==> config.mk <==
export PLATFORM = sky130hd
export DESIGN_NAME = platform_collision
export DESIGN_NICKNAME = d
export VERILOG_FILES = /design/src/rtl/doodle_pkg.sv /design/src/rtl/platform_hit_check.sv /design/src/rtl/platform_collision.sv
export SDC_FILE = /design/constraint.sdc
export NUM_CORES = 1
export LEC_CHECK = 0
export BUFFER_PORTS_ARGS = -buffer_cell sky130_fd_sc_hd__buf_2
export CAP_MARGIN = 20
export CORE_ASPECT_RATIO = 0.9
export CORE_MARGIN = 4
export CORE_UTILIZATION = 40
export DETAILED_ROUTE_END_ITERATION = 10
export PLACE_DENSITY = 0.71
export SYNTH_ARGS = -nofsm -noshare
export SYNTH_HDL_FRONTEND = slang
export SYNTH_HIERARCHICAL = 1
export SYNTH_SLANG_ARGS = --single-unit
==> constraint.sdc <==
create_clock -name Clk -period 13 [get_ports Clk]
set_input_delay 1.3 -clock Clk [delete_from_list [all_inputs] [get_ports Clk]]
set_output_delay 1.3 -clock Clk [all_outputs]
set_load 0.02 [all_outputs]
==> src/rtl/doodle_pkg.sv <==
// Shared types and constants for the doodle game datapath.
// Latency: n/a (types and constants only).
// Backpressure: n/a.
package doodle_pkg;

  localparam int PLATFORM_NUM = 8;

  typedef logic [9:0] coord_t;
  typedef coord_t [0:PLATFORM_NUM-1] coord_arr_t;

  typedef enum logic [1:0] {
    IDLE = 2'd0,
    SCAN = 2'd1,
    DONE = 2'd2
  } coll_state_t;

  // Game-state code in which collision scanning runs.
  localparam logic [7:0] PLAY_STATE = 8'd1;

endpackage

==> src/rtl/platform_hit_check.sv <==
// Landing test of the doodle against a single platform.
// Latency: purely combinational, zero cycles.
// Backpressure: none; the output follows the inputs.
//
// Ports:
//   plat_x, plat_y           platform left X / top Y
//   doodle_x, doodle_y       doodle left X / top Y
//   doodle_y_motion          doodle Y step, two's complement, positive = falling
//   hit                      doodle is falling and its feet sit on this platform
module platform_hit_check
  import doodle_pkg::*;
#(
  parameter int PLATFORM_W = 60,
  parameter int DOODLE_W   = 20,
  parameter int DOODLE_H   = 20,
  parameter int LAND_TOL   = 4
) (
  input  logic [9:0] plat_x,
  input  logic [9:0] plat_y,
  input  logic [9:0] doodle_x,
  input  logic [9:0] doodle_y,
  input  logic [9:0] doodle_y_motion,
  output logic       hit
);

  localparam logic [10:0] PW11  = 11'(PLATFORM_W);
  localparam logic [10:0] DW11  = 11'(DOODLE_W);
  localparam logic [10:0] DH11  = 11'(DOODLE_H);
  localparam logic [10:0] TOL11 = 11'(LAND_TOL);

  logic        falling;
  logic [10:0] feet;
  logic [10:0] py_lo;
  logic [10:0] py_hi;
  logic [10:0] dx_right;
  logic [10:0] px_right;
  logic        y_ok;
  logic        x_ok;

  // All arithmetic is widened to 11 bits so nothing wraps near the 10-bit limit.
  assign falling  = !doodle_y_motion[9] && (doodle_y_motion != 10'd0);
  assign feet     = {1'b0, doodle_y} + DH11;
  assign py_lo    = {1'b0, plat_y};
  assign py_hi    = {1'b0, plat_y} + TOL11;
  assign dx_right = {1'b0, doodle_x} + DW11;
  assign px_right = {1'b0, plat_x} + PW11;

  assign y_ok = (feet >= py_lo) && (feet <= py_hi);
  assign x_ok = (dx_right > {1'b0, plat_x}) && ({1'b0, doodle_x} < px_right);

  assign hit = falling && y_ok && x_ok;

endmodule

==> src/rtl/platform_collision.sv <==
// Per-frame doodle/platform landing detector: snapshot, scan one platform per clock, report first hit.
// Latency: new-frame edge sampled at cycle 0, land_valid pulses at cycle 9.
// Backpressure: none; new-frame edges arriving while busy are dropped, not queued.
//
// Optional build macro COLLISION_STATS_EN enables the saturating land_count
// counter; without it land_count is tied to zero.
//
// Ports:
//   Clk, Reset_n             clock, async active-low reset
//   frame_clk_edge, state    frame edge code (2'b01 = new frame), game state
//   Platform_X_in/Y_in       8 platform coordinates
//   Doodle_X/Y/Y_motion      doodle position and vertical step
//   land_valid/hit/idx/Y     scan result (pulse + held result)
//   scan_busy, land_count    scan in progress, landing counter
module platform_collision
  import doodle_pkg::*;
#(
  parameter int         PLATFORM_W = 60,
  parameter int         DOODLE_W   = 20,
  parameter int         DOODLE_H   = 20,
  parameter int         LAND_TOL   = 4,
  parameter logic [7:0] PLAY_STATE = doodle_pkg::PLAY_STATE
) (
  input  logic        Clk,
  input  logic        Reset_n,
  input  logic [1:0]  frame_clk_edge,
  input  logic [7:0]  state,
  input  coord_arr_t  Platform_X_in,
  input  coord_arr_t  Platform_Y_in,
  input  logic [9:0]  Doodle_X,
  input  logic [9:0]  Doodle_Y,
  input  logic [9:0]  Doodle_Y_motion,
  output logic        land_valid,
  output logic        land_hit,
  output logic [2:0]  land_idx,
  output logic [9:0]  land_Y,
  output logic        scan_busy,
  output logic [15:0] land_count
);

  coll_state_t st;

  coord_arr_t  snap_px;
  coord_arr_t  snap_py;
  logic [9:0]  snap_dx;
  logic [9:0]  snap_dy;
  logic [9:0]  snap_dm;
  logic [2:0]  idx;

  logic        found_hit;
  logic [2:0]  found_idx;
  logic [9:0]  found_y;

  logic [9:0]  cur_px;
  logic [9:0]  cur_py;
  logic        cur_hit;

  logic        start;

  assign start  = (frame_clk_edge == 2'b01) && (state == PLAY_STATE);
  assign cur_px = snap_px[idx];
  assign cur_py = snap_py[idx];

  platform_hit_check #(
    .PLATFORM_W (PLATFORM_W),
    .DOODLE_W   (DOODLE_W),
    .DOODLE_H   (DOODLE_H),
    .LAND_TOL   (LAND_TOL)
  ) u_hit (
    .plat_x          (cur_px),
    .plat_y          (cur_py),
    .doodle_x        (snap_dx),
    .doodle_y        (snap_dy),
    .doodle_y_motion (snap_dm),
    .hit             (cur_hit)
  );

  always_ff @(posedge Clk or negedge Reset_n) begin
    if (!Reset_n) begin
      st         <= IDLE;
      snap_px    <= '0;
      snap_py    <= '0;
      snap_dx    <= '0;
      snap_dy    <= '0;
      snap_dm    <= '0;
      idx        <= '0;
      found_hit  <= 1'b0;
      found_idx  <= '0;
      found_y    <= '0;
      land_valid <= 1'b0;
      land_hit   <= 1'b0;
      land_idx   <= '0;
      land_Y     <= '0;
      scan_busy  <= 1'b0;
    end else begin
      land_valid <= 1'b0;
      case (st)
        IDLE: begin
          if (start) begin
            snap_px   <= Platform_X_in;
            snap_py   <= Platform_Y_in;
            snap_dx   <= Doodle_X;
            snap_dy   <= Doodle_Y;
            snap_dm   <= Doodle_Y_motion;
            idx       <= '0;
            found_hit <= 1'b0;
            found_idx <= '0;
            found_y   <= '0;
            scan_busy <= 1'b1;
            st        <= SCAN;
          end
        end
        SCAN: begin
          // Only the lowest-index hit is kept.
          if (cur_hit && !found_hit) begin
            found_hit <= 1'b1;
            found_idx <= idx;
            found_y   <= cur_py;
          end
          if (idx == 3'd7) begin
            st <= DONE;
          end else begin
            idx <= idx + 3'd1;
          end
        end
        DONE: begin
          land_valid <= 1'b1;
          land_hit   <= found_hit;
          land_idx   <= found_idx;
          land_Y     <= found_y;
          scan_busy  <= 1'b0;
          st         <= IDLE;
        end
        default: st <= IDLE;
      endcase
    end
  end

`ifdef COLLISION_STATS_EN
  logic [15:0] count_q;

  always_ff @(posedge Clk or negedge Reset_n) begin
    if (!Reset_n) begin
      count_q <= '0;
    end else if ((st == IDLE) && (state == 8'd0)) begin
      count_q <= '0;
    end else if ((st == DONE) && found_hit && (count_q != 16'hFFFF)) begin
      count_q <= count_q + 16'd1;
    end
  end

  assign land_count = count_q;
`else
  assign land_count = 16'd0;
`endif

endmodule

==> results of run 1 <==
layout by cell type, fill, tap and decap left out, types with 21 or more instances in the layout:
master / count
mux2_4: 104
nor2_1: 21
buf_2: 216
inv_1: 26
nand2_1: 30
ha_1: 43
clkbuf_16: 26
dfrtp_1: 224
mux2_2: 131
final cells by class:
class	instances	share of cell area [%]
Antenna cell	2	0.0359
Clock buffer	32	5.11
Clock inverter	16	1.97
Inverter	26	0.699
Multi-Input combinational cell	532	39.8
Sequential cell	225	40.4
Tap cell	396	3.55
Timing Repair Buffer	224	8.46
stage by stage:
stage	cell area, µm²	setup slack [ns]	util, %
detailed placement	12900	7.34	44.8
CTS	13900	7.36	48.2
floorplan	11800	8.94	-
global placement	12900	7.54	44.8
finish	14000	7.46	48.3
global route	14000	6.90	48.3
per-layer routing:
metal	part of all wire [%]	track usage, %	vias to the layer above	wire length (µm)
met5	0.096	0	-	27
met4	2.6	4.79	4	726
met3	6.0	3.24	40	1680
met2	44	25.6	215	12200
met1	48	25.6	3646	13400
li1	-	-	3409	-
how the worst max path moves through the flow:
stage / startpoint / endpoint / slack, ns / cells after the start
after floorplan: idx[0]$_DFFE_PN0P_ / found_y[0]$_DFFE_PN0P_ / 8.94 / 17
after global placement: idx[0]$_DFFE_PN0P_ / found_y[6]$_DFFE_PN0P_ / 7.54 / 15
after detailed placement: idx[0]$_DFFE_PN0P_ / found_y[0]$_DFFE_PN0P_ / 7.34 / 15
after CTS: idx[0]$_DFFE_PN0P_ / found_y[0]$_DFFE_PN0P_ / 7.36 / 15
after global routing: idx[0]$_DFFE_PN0P_ / found_y[2]$_DFFE_PN0P_ / 6.90 / 15
final: idx[0]$_DFFE_PN0P_ / found_y[0]$_DFFE_PN0P_ / 7.46 / 15
power groups by stage:
| stage | clock network [mW] | registers [mW] | logic (mW) |
|---|---|---|---|
| finish | 0.818 | 0.773 | 0.465 |
| detailed placement | 0 | 0.786 | 0.466 |
| CTS | 0.839 | 0.774 | 0.469 |
| global placement | 0 | 0.785 | 0.458 |
| global route | 0.869 | 0.779 | 0.515 |
| floorplan | 0 | 0.755 | 0.345 |
state kept, by name, indices dropped and copies added, names as in the netlist:
name,count
scan_busy,1
found_y,10
snap_dx,10
snap_py,80
snap_dy,10
land_idx,3
land_valid,1
land_hit,1
st,2
snap_px,80
found_idx,3
land_Y,10
idx,3
found_hit,1
snap_dm,10
kinds of logic (layout without fill, tap and decap cells):
group           after synthesis  in the layout  synth area share [%]
buf+inv                      83            298                  4.89
flops                       225            225                  48.1
compound gates               79             79                  4.75
mux                         275            275                  31.5
fa+ha+maj                    43             43                  4.60
other cells                   1             18                0.0321
xor+xnor                     24             24                  1.80
simple gates                 95             95                  4.25
critical path, cell delays in order (launching register included):
cell and delay (ns):
dfrtp_4 0.59, buf_4 0.72, mux4_2 0.59, mux2_2 0.31, inv_1 0.09, ha_1 0.18
and3_1 0.23, nor3_1 0.07, xnor2_1 0.12, ha_1 0.29, a211o_1 0.26, a211oi_1 0.21
a21oi_1 0.12, nor4_2 0.30, nand4bb_1 0.74, o32ai_1 0.56
==> impl_metrics.tcl, run 1 <==
set metrics [dict create \
    status "finished, final reports clean" \
    pwr-share-clk_pct 39.8 \
    vias 7314 \
    maxClockFrequency_mhz 180 \
    seq_area_mm2 0.00563 \
    ant_nets 0 \
    globalplace.congestion 0.886 \
    post-route-period-util_pct 42.6 \
    hold_viol 0 \
    seqPwrFrac_pct 37.6 \
    worstSetupPathType "flip-flop to flip-flop" \
    drive_above_1_share_pct 50.5 \
    min-delay-start "land_idx[2]$_DFFE_PN0P_" \
    port_buffers 217 \
    grt_max_degree 129 \
    pwr-share-comb_pct 22.6 \
    ir_drop_mv 0.111 \
    final_nets 1280 \
    end_kind "flip-flop" \
    clkTransAtPathRegs_ns 0.06 \
    cap_violations 0 \
    seq_area_frac_synth_pct 48.1 \
    r2r-end "found_y[0]$_DFFE_PN0P_" \
    cts_inserted_buffers 26 \
    worstPathMaxFanout 44 \
    rsz0062_at_grt "false" \
    p_leak_nw 7.01 \
    p_per_area_mw_per_mm2 147 \
    setup_viol 0 \
    synth_top_cell_area_share_pct 48.1 \
    h-tree-depth 1 \
    arrival_ns 5.96 \
    clkSinkCount 225 \
    ctsResizeCount 0 \
    grt_usage_pct 17.1 \
    reg2reg_setup_slack_ns 7.46 \
    hold_path.class "flip-flop to flip-flop" \
    syn_avg_cell_area_um2 14.2 \
    synth_area_mm2 0.0117 \
    postSynth.asyncResetShare_pct 100 \
    timing.rr.start "idx[0]$_DFFE_PN0P_" \
    start_util_pct 40.5 \
    min_to "land_idx[2]$_DFFE_PN0P_" \
    drcViolationCount 0 \
    hold_slack_ns 0.502 \
    core_mm2 0.0289 \
    holdPathStages 1 \
    yosysTopAreaCell "dfrtp_1" \
    drt-total-wl_um 28000 \
    antenna_found_initial 4 \
    tightestPinTransition_ns 1.10 \
    fin_worst_skew_ns 0.0344 \
    cts_setup_buffers 0 \
    num-fill-cells 2546 \
    ys_seq_elements 225 \
    num_rows 59 \
    die_w_um 188 \
    first_iter_violations 354 \
    dieArea_mm2 0.0320 \
    yosys-top-cells-count "225 x dfrtp_1, 131 x mux2_2, 104 x mux2_4" \
    grt_pass1_wl_um 43600 \
    synth_flop_cell "dfrtp_1" \
    synth_most_common_cell "dfrtp_1" \
    root_buffer "clkbuf_16" \
    p_int_mw 1.45 \
    yosysWarnings 6 \
    num_io_pins 234 \
    power_switching_mw 0.607 \
    cts_tree "done" \
    hold_buffers 0 \
    fin_cells 1453 \
    multiInputGateArea_mm2 0.00555 \
    overflow 0 \
    synthTopCellsByArea "dfrtp_1 48%, mux2_4 13%, mux2_2 13%, ha_1 4.6%, mux4_2 3.9%" \
    p_total_mw 2.06 \
    area_growth_pct 19.3 \
    die_y_um 170 \
    clockBufferDepth 3 \
    r2r_cells 15 \
    relSlewSlack_pct 27.0 \
    dp_hpwl_um 20300 \
    min_period_ns 5.54 \
    synth_cells 825 \
    required_ns 13.42 \
    finalSetupTns_ns 0 \
    synthDistinctLibCells 48 \
    critPathLaunchType "flip-flop" \
    sw_frac_of_total_pct 29.5 \
    first_global_vias 7671 \
    dp.cells 1402 \
    worstSkewPairLatency_ns 0.55 \
    wl_per_cell_um 19.3 \
    synth_edf_count 0 \
    viasPerCell 5.03 \
    drt-pass1-iter-count 4 \
    drv_slew 0 \
]
Power figures use the tool's default switching activity.
==> run 2, diff against run 1 <==
PLACE_DENSITY = 0.73   (was 0.71)
clock period = 4.5 ns   (was 13 ns; I/O delays follow)
==> run 2 against run 1 <==
  * Sequential power increased to 2.8 times the previous value
  * Sequential cell count unchanged
  * Maximum frequency up 31%
  * Largest cell class unchanged
==> impl_metrics.tcl, run 2 (same netlist as run 1, synthesis figures left out) <==
set metrics [dict create \
    status "finished, final reports clean" \
    worstPathMaxFanout 28 \
    grt_usage_pct 17.0 \
    vias 7399 \
    final_common_cell "dfrtp_1" \
    p_int_mw 4.08 \
    drcViolationCount 0 \
    drt-pass1-iter-count 5 \
    clkTransAtPathRegs_ns 0.06 \
    p_total_mw 5.83 \
    grt_max_degree 125 \
    required_ns 4.93 \
    placed_cell_area_mm2 0.0130 \
    die_w_um 188 \
    num_io_pins 234 \
    final_nets 1289 \
    first_iter_violations 405 \
    met2_length_um 12100 \
    hold_slack_ns 0.0125 \
    cts_inserted_buffers 26 \
    clkSinkCount 225 \
    finalSetupTns_ns 0 \
    ant_nets 0 \
    die_y_um 170 \
    first_global_vias 7647 \
    hold_path.class "input port to async pin" \
    num_rows 59 \
    worstSkewPairLatency_ns 0.54 \
    drive_above_1_share_pct 50.6 \
    p_leak_nw 7.01 \
    seqPwrFrac_pct 37.6 \
    h-tree-depth 1 \
    reg.largest.list "snap_px x80, snap_py x80" \
    wl_met3_um 1580 \
    power_switching_mw 1.75 \
    sw_frac_of_total_pct 30.0 \
    seq_area_mm2 0.00563 \
    end_kind "flip-flop" \
    drv_slew 0 \
    maxClockFrequency_mhz 236 \
    pwr-share-comb_pct 25.6 \
    port_buffers 217 \
    fin_worst_skew_ns 0.0243 \
    timing.rr.start "idx[0]$_DFFE_PN0P_" \
    start_util_pct 40.5 \
    dieArea_mm2 0.0320 \
    fin_cells 1463 \
    drt-total-wl_um 28000 \
    wl_per_cell_um 19.1 \
    rsz0062_at_grt "false" \
    clockBufferDepth 3 \
    arrival_ns 4.67 \
    overflow 0 \
    tightestPinTransition_ns 0.942 \
    relSlewSlack_pct 37.2 \
    setup_viol 0 \
    cap_violations 0 \
    area_growth_pct 19.6 \
    p_per_area_mw_per_mm2 417 \
    fin_ws_ns 0.260 \
    globalplace.congestion 0.881 \
    final_area_mm2 0.0140 \
    cp-startpoint "idx[0]$_DFFE_PN0P_" \
    grt_pass1_wl_um 43200 \
    num-fill-cells 2550 \
    hold_viol 0 \
    core_mm2 0.0289 \
    cts_tree "done" \
    ir_drop_mv 0.291 \
    dp_slack_ns 0.0394 \
    dp.cells 1407 \
    post-route-period-util_pct 94.2 \
    highest_layer "met5" \
    wl_met1_um 13500 \
    critPathLaunchType "flip-flop" \
    dp_hpwl_um 20200 \
    worstSetupPathType "flip-flop to flip-flop" \
    antenna_found_initial 6 \
    min_period_ns 4.24 \
    viasPerCell 5.06 \
    root_buffer "clkbuf_16" \
    final_cell_mix "224 x dfrtp_1, 216 x buf_2, 131 x mux2_2" \
    finalCoreUtilization_pct 48.4 \
    multiInputGateArea_mm2 0.00557 \
    pwr-share-clk_pct 36.8 \
]
run 2: changes by cell type in the layout (fill, tap and decap cells not counted), moves of 3 or more:
cell       before  now
bufinv_16       6    3
buf_4           5   10
clkbuf_1        2    9
buf_12          1    6
run 2: layout make-up:
type,count,share of cell area [%]
multi-input combinational,532,39.9
sequential,225,40.3
clock buffer,38,5.19
clock inverter,10,1.13
antenna,3,0.0537
inverter,26,0.698
timing repair buffer,233,9.23
tap,396,3.54
run 2: critical path: stages (launching register included):
cell	delay, ns
dfrtp_4	0.51
buf_12	0.14
buf_12	0.17
mux2i_1	0.14
a22o_1	0.28
nor2_1	0.24
ha_1	0.24
nand3_1	0.14
nor3_1	0.34
nand3_1	0.14
ha_1	0.34
nand4_1	0.15
o41a_1	0.43
a21oi_1	0.18
nor4_2	0.07
nand4bb_1	0.11
buf_4	0.26
nand2_1	0.09
o21ai_0	0.16
run 2: repair_timing:
action,CTS,global route
endpoints found under the setup margin,1,14
buffers inserted,0,5
pin swaps,0,0
hold buffers,0,0
hold endpoints to repair,0,0
gates resized for setup,1,3
run 2: routing by layer:
metal | vias up | GRT usage, %
met5 | - | 0
met1 | 3683 | 25.5
li1 | 3439 | -
met4 | 6 | 5.14
met2 | 223 | 24.9
met3 | 48 | 3.53
run 2: path summary, 6_finish.rpt:
path / cells after the start / end / slack (ns)
worst max-delay path: 18 / found_idx[2]$_DFFE_PN0P_ / 0.26
worst min-delay path: 1 / snap_px[44]$_DFFE_PN0P_ / 0.01
worst max register to register: 18 / found_idx[2]$_DFFE_PN0P_ / 0.26
worst min register to register: 1 / snap_px[57]$_DFFE_PN0P_ / 0.50
max in group asynchronous: 2 / snap_py[22]$_DFFE_PN0P_ / 3.39
min in group Clk: 2 / snap_dm[1]$_DFFE_PN0P_ / 0.13
run 2: power groups by stage:
stage                     Combinational, mW  Sequential, mW  Clock, mW
after detailed placement               1.39            2.27          0
after global placement                 1.38            2.26          0
after global routing                   1.64            2.20       2.28
final                                  1.49            2.19       2.14
after floorplan                       0.998            2.18          0
after CTS                              1.40            2.23       2.20
==> run 3, diff against run 2 <==
CORE_MARGIN = 5   (was 4)
PLACE_DENSITY = 0.74   (was 0.73)
SYNTH_HIERARCHICAL = unset   (was 1)
TNS_END_PERCENT = 30   (was unset)
==> run 3 against run 2 <==
  * The run now ends with negative hold slack left
  * Clock power down 5%
  * Largest cell class unchanged
  * Wire length down 5.2%
  * Critical path type unchanged
  * Non-clock buffer count up 4
  * Register-to-register slack better by 0.17 ns
  * Synthesized cell count down 4.4%
  * First-iteration DRC count down 32%
==> impl_metrics.tcl, run 3 <==
set metrics [dict create \
    rsz0062_at_grt "false" \
    ys_seq_elements 225 \
    arrival_ns 4.46 \
    ctsResizeCount 0 \
    reg.largest.list "snap_px x80, snap_py x80" \
    antenna_found_initial 9 \
    synth_top_cell_area_share_pct 50.5 \
    violations "negative hold slack" \
    num_rows 58 \
    first_iter_violations 274 \
    first_global_vias 7602 \
    tightestPinTransition_ns 0.967 \
    ant_nets 0 \
    cts_tree "done" \
    clockBufferDepth 3 \
    end_kind "flip-flop" \
    reg2reg_setup_slack_ns 0.43 \
    synthDistinctLibCells 49 \
    drt-total-wl_um 26500 \
    clkSinkCount 225 \
    seq_area_frac_synth_pct 50.5 \
    h-tree-depth 1 \
    hold_slack_ns -0.00992 \
    cap_violations 0 \
    worstSetupPathType "flip-flop to flip-flop" \
    wl_per_cell_um 19.0 \
    synth_mux_area_share_pct 31.7 \
    finalSetupTns_ns 0 \
    start_util_pct 40.2 \
    grt_pass1_wl_um 41700 \
    p_leak_nw 6.99 \
    grt_usage_pct 16.7 \
    required_ns 4.89 \
    num-fill-cells 2403 \
    synth_compound_area_share_pct 3.02 \
    hold_viol 1 \
    area_growth_pct 20.6 \
    drt-pass1-iter-count 4 \
    hold_path.class "input port to async pin" \
    min_period_ns 4.07 \
    p_per_area_mw_per_mm2 337 \
    synth_top_family_by_area "multiplexers" \
    drcViolationCount 0 \
    final_cell_mix "223 x dfrtp_1, 216 x buf_2, 206 x mux2_2" \
    synth_flop_cell "dfrtp_1" \
    status "complete, but fails checks" \
    yosysWarnings 0 \
    synth_fa_ha_area_share_pct 4.83 \
    synth_area_mm2 0.0111 \
    viasPerCell 5.11 \
    synth_xor_area_share_pct 1.81 \
    globalplace.congestion 0.872 \
    yosysTopAreaCell "dfrtp_1" \
    dieArea_mm2 0.0313 \
    final_common_cell "dfrtp_1" \
    overflow 0 \
    drv_slew 0 \
    antenna_cells 0 \
    die_y_um 168 \
    core_mm2 0.0277 \
    yosys-top-cells-count "225 x dfrtp_1, 206 x mux2_2, 43 x ha_1, 43 x nand2_1, 28 x mux2i_1" \
    synth_edf_count 0 \
    drive_above_1_share_pct 50.5 \
    hold_buffers 0 \
    fin_ws_ns 0.433 \
    critPathLaunchType "flip-flop" \
    final_nets 1260 \
    post-route-period-util_pct 90.4 \
    root_buffer "clkbuf_16" \
    syn_avg_cell_area_um2 14.1 \
    grt_max_degree 124 \
    synth_cells 789 \
    num_io_pins 234 \
    postSynth.asyncResetShare_pct 100 \
    fin_worst_skew_ns 0.0222 \
    fin_cells 1394 \
    synthTopCellsByArea "dfrtp_1 51%, mux2_2 21%, mux4_2 4.8%, ha_1 4.8%, mux4_1 3.3%" \
    cts_setup_buffers 0 \
    cts_inserted_buffers 25 \
    dp.cells 1348 \
    clkTransAtPathRegs_ns 0.06 \
    dp_hpwl_um 19500 \
    worstSkewPairLatency_ns 0.54 \
    die_w_um 186 \
    ir_drop_mv 0.279 \
    setup_viol 0 \
    relSlewSlack_pct 35.5 \
    worstPathMaxFanout 14 \
    vias 7119 \
    dp_slack_ns 0.407 \
    synth_most_common_cell "dfrtp_1" \
    port_buffers 217 \
    maxClockFrequency_mhz 246 \
    synthSimpleGateAreaFrac_pct 4.34 \
    p_total_mw 4.53 \
]
[run 3: changes by cell type after synthesis, moves of 10 or more]
cell	change
a22o_1	-12
mux4_1	+14
mux2_2	+75
mux2_4	-104
clkbuf_1	+16
inv_1	-10
o32ai_1	-11
nand2_1	+13
o22ai_1	-11
[run 3: worst paths after layout]
path	end	startpoint	cells after the start
setup / recovery	found_idx[1]$_DFFE_PN0P_	idx[0]$_DFFE_PN0P_	14
hold / removal	snap_px[9]$_DFFE_PN0P_	Reset_n	1
setup reg to reg	found_idx[1]$_DFFE_PN0P_	idx[0]$_DFFE_PN0P_	14
hold reg to reg	snap_px[39]$_DFFE_PN0P_	snap_px[39]$_DFFE_PN0P_	1
max in group asynchronous	snap_py[4]$_DFFE_PN0P_	Reset_n	2
min in group Clk	snap_py[50]$_DFFE_PN0P_	Platform_Y_in[50]	2
[run 3: kinds of logic (layout without fill, tap and decap cells)]
kind of cell,after synthesis,count (layout)
simple gates,103,103
buf+inv,72,302
compound gates,48,48
other cells,1,16
fa+ha+maj,43,43
xor+xnor,23,23
flops,225,225
mux,274,274
[run 3: report_power, final]
| part | internal [mW] | switching [mW] | leakage (nW) |
|---|---|---|---|
| logic | 0.193 | 0.194 | 3.60 |
| clock network | 1.19 | 0.843 | 0.407 |
| registers | 2.07 | 0.0345 | 2.98 |
[run 3: worst max-delay path, cell delays in order (launching register included)]
cell	delay, ns
dfrtp_2	0.63
buf_4	0.36
mux4_2	0.55
mux2i_2	0.26
and3_2	0.28
nor3_1	0.06
xnor2_1	0.18
ha_1	0.26
a211oi_1	0.20
o21ai_0	0.13
o221a_2	0.27
o22ai_2	0.20
o2111ai_4	0.15
buf_4	0.24
mux2i_1	0.14
[run 3: layer usage]
layer	vias up	global-route usage [%]	share of wire (%)
met5	-	0	0.40
met4	18	4.09	2.5
met2	188	25.1	44
met3	57	4.15	6.6
li1	3327	-	-
met1	3529	24.6	46
[run 3: cell type report]
type | instances | area, µm² | area share, %
Sequential cell | 225 | 5630 | 41.9
Multi-Input combinational cell | 507 | 5170 | 38.5
Timing Repair Buffer | 237 | 1300 | 9.64
Clock buffer | 37 | 731 | 5.43
Tap cell | 360 | 450 | 3.35
Clock inverter | 9 | 95.1 | 0.707
Inverter | 19 | 71.3 | 0.530
[run 3: metrics by stage]
stage          instance area (µm²)  util (%)
5_1_grt                      13400      48.5
3_3_place_gp                 12600      45.5
6_report                     13400      48.5
4_1_cts                      13400      48.5
2_1_floorplan                11200         -
3_5_place_dp                 12600      45.5
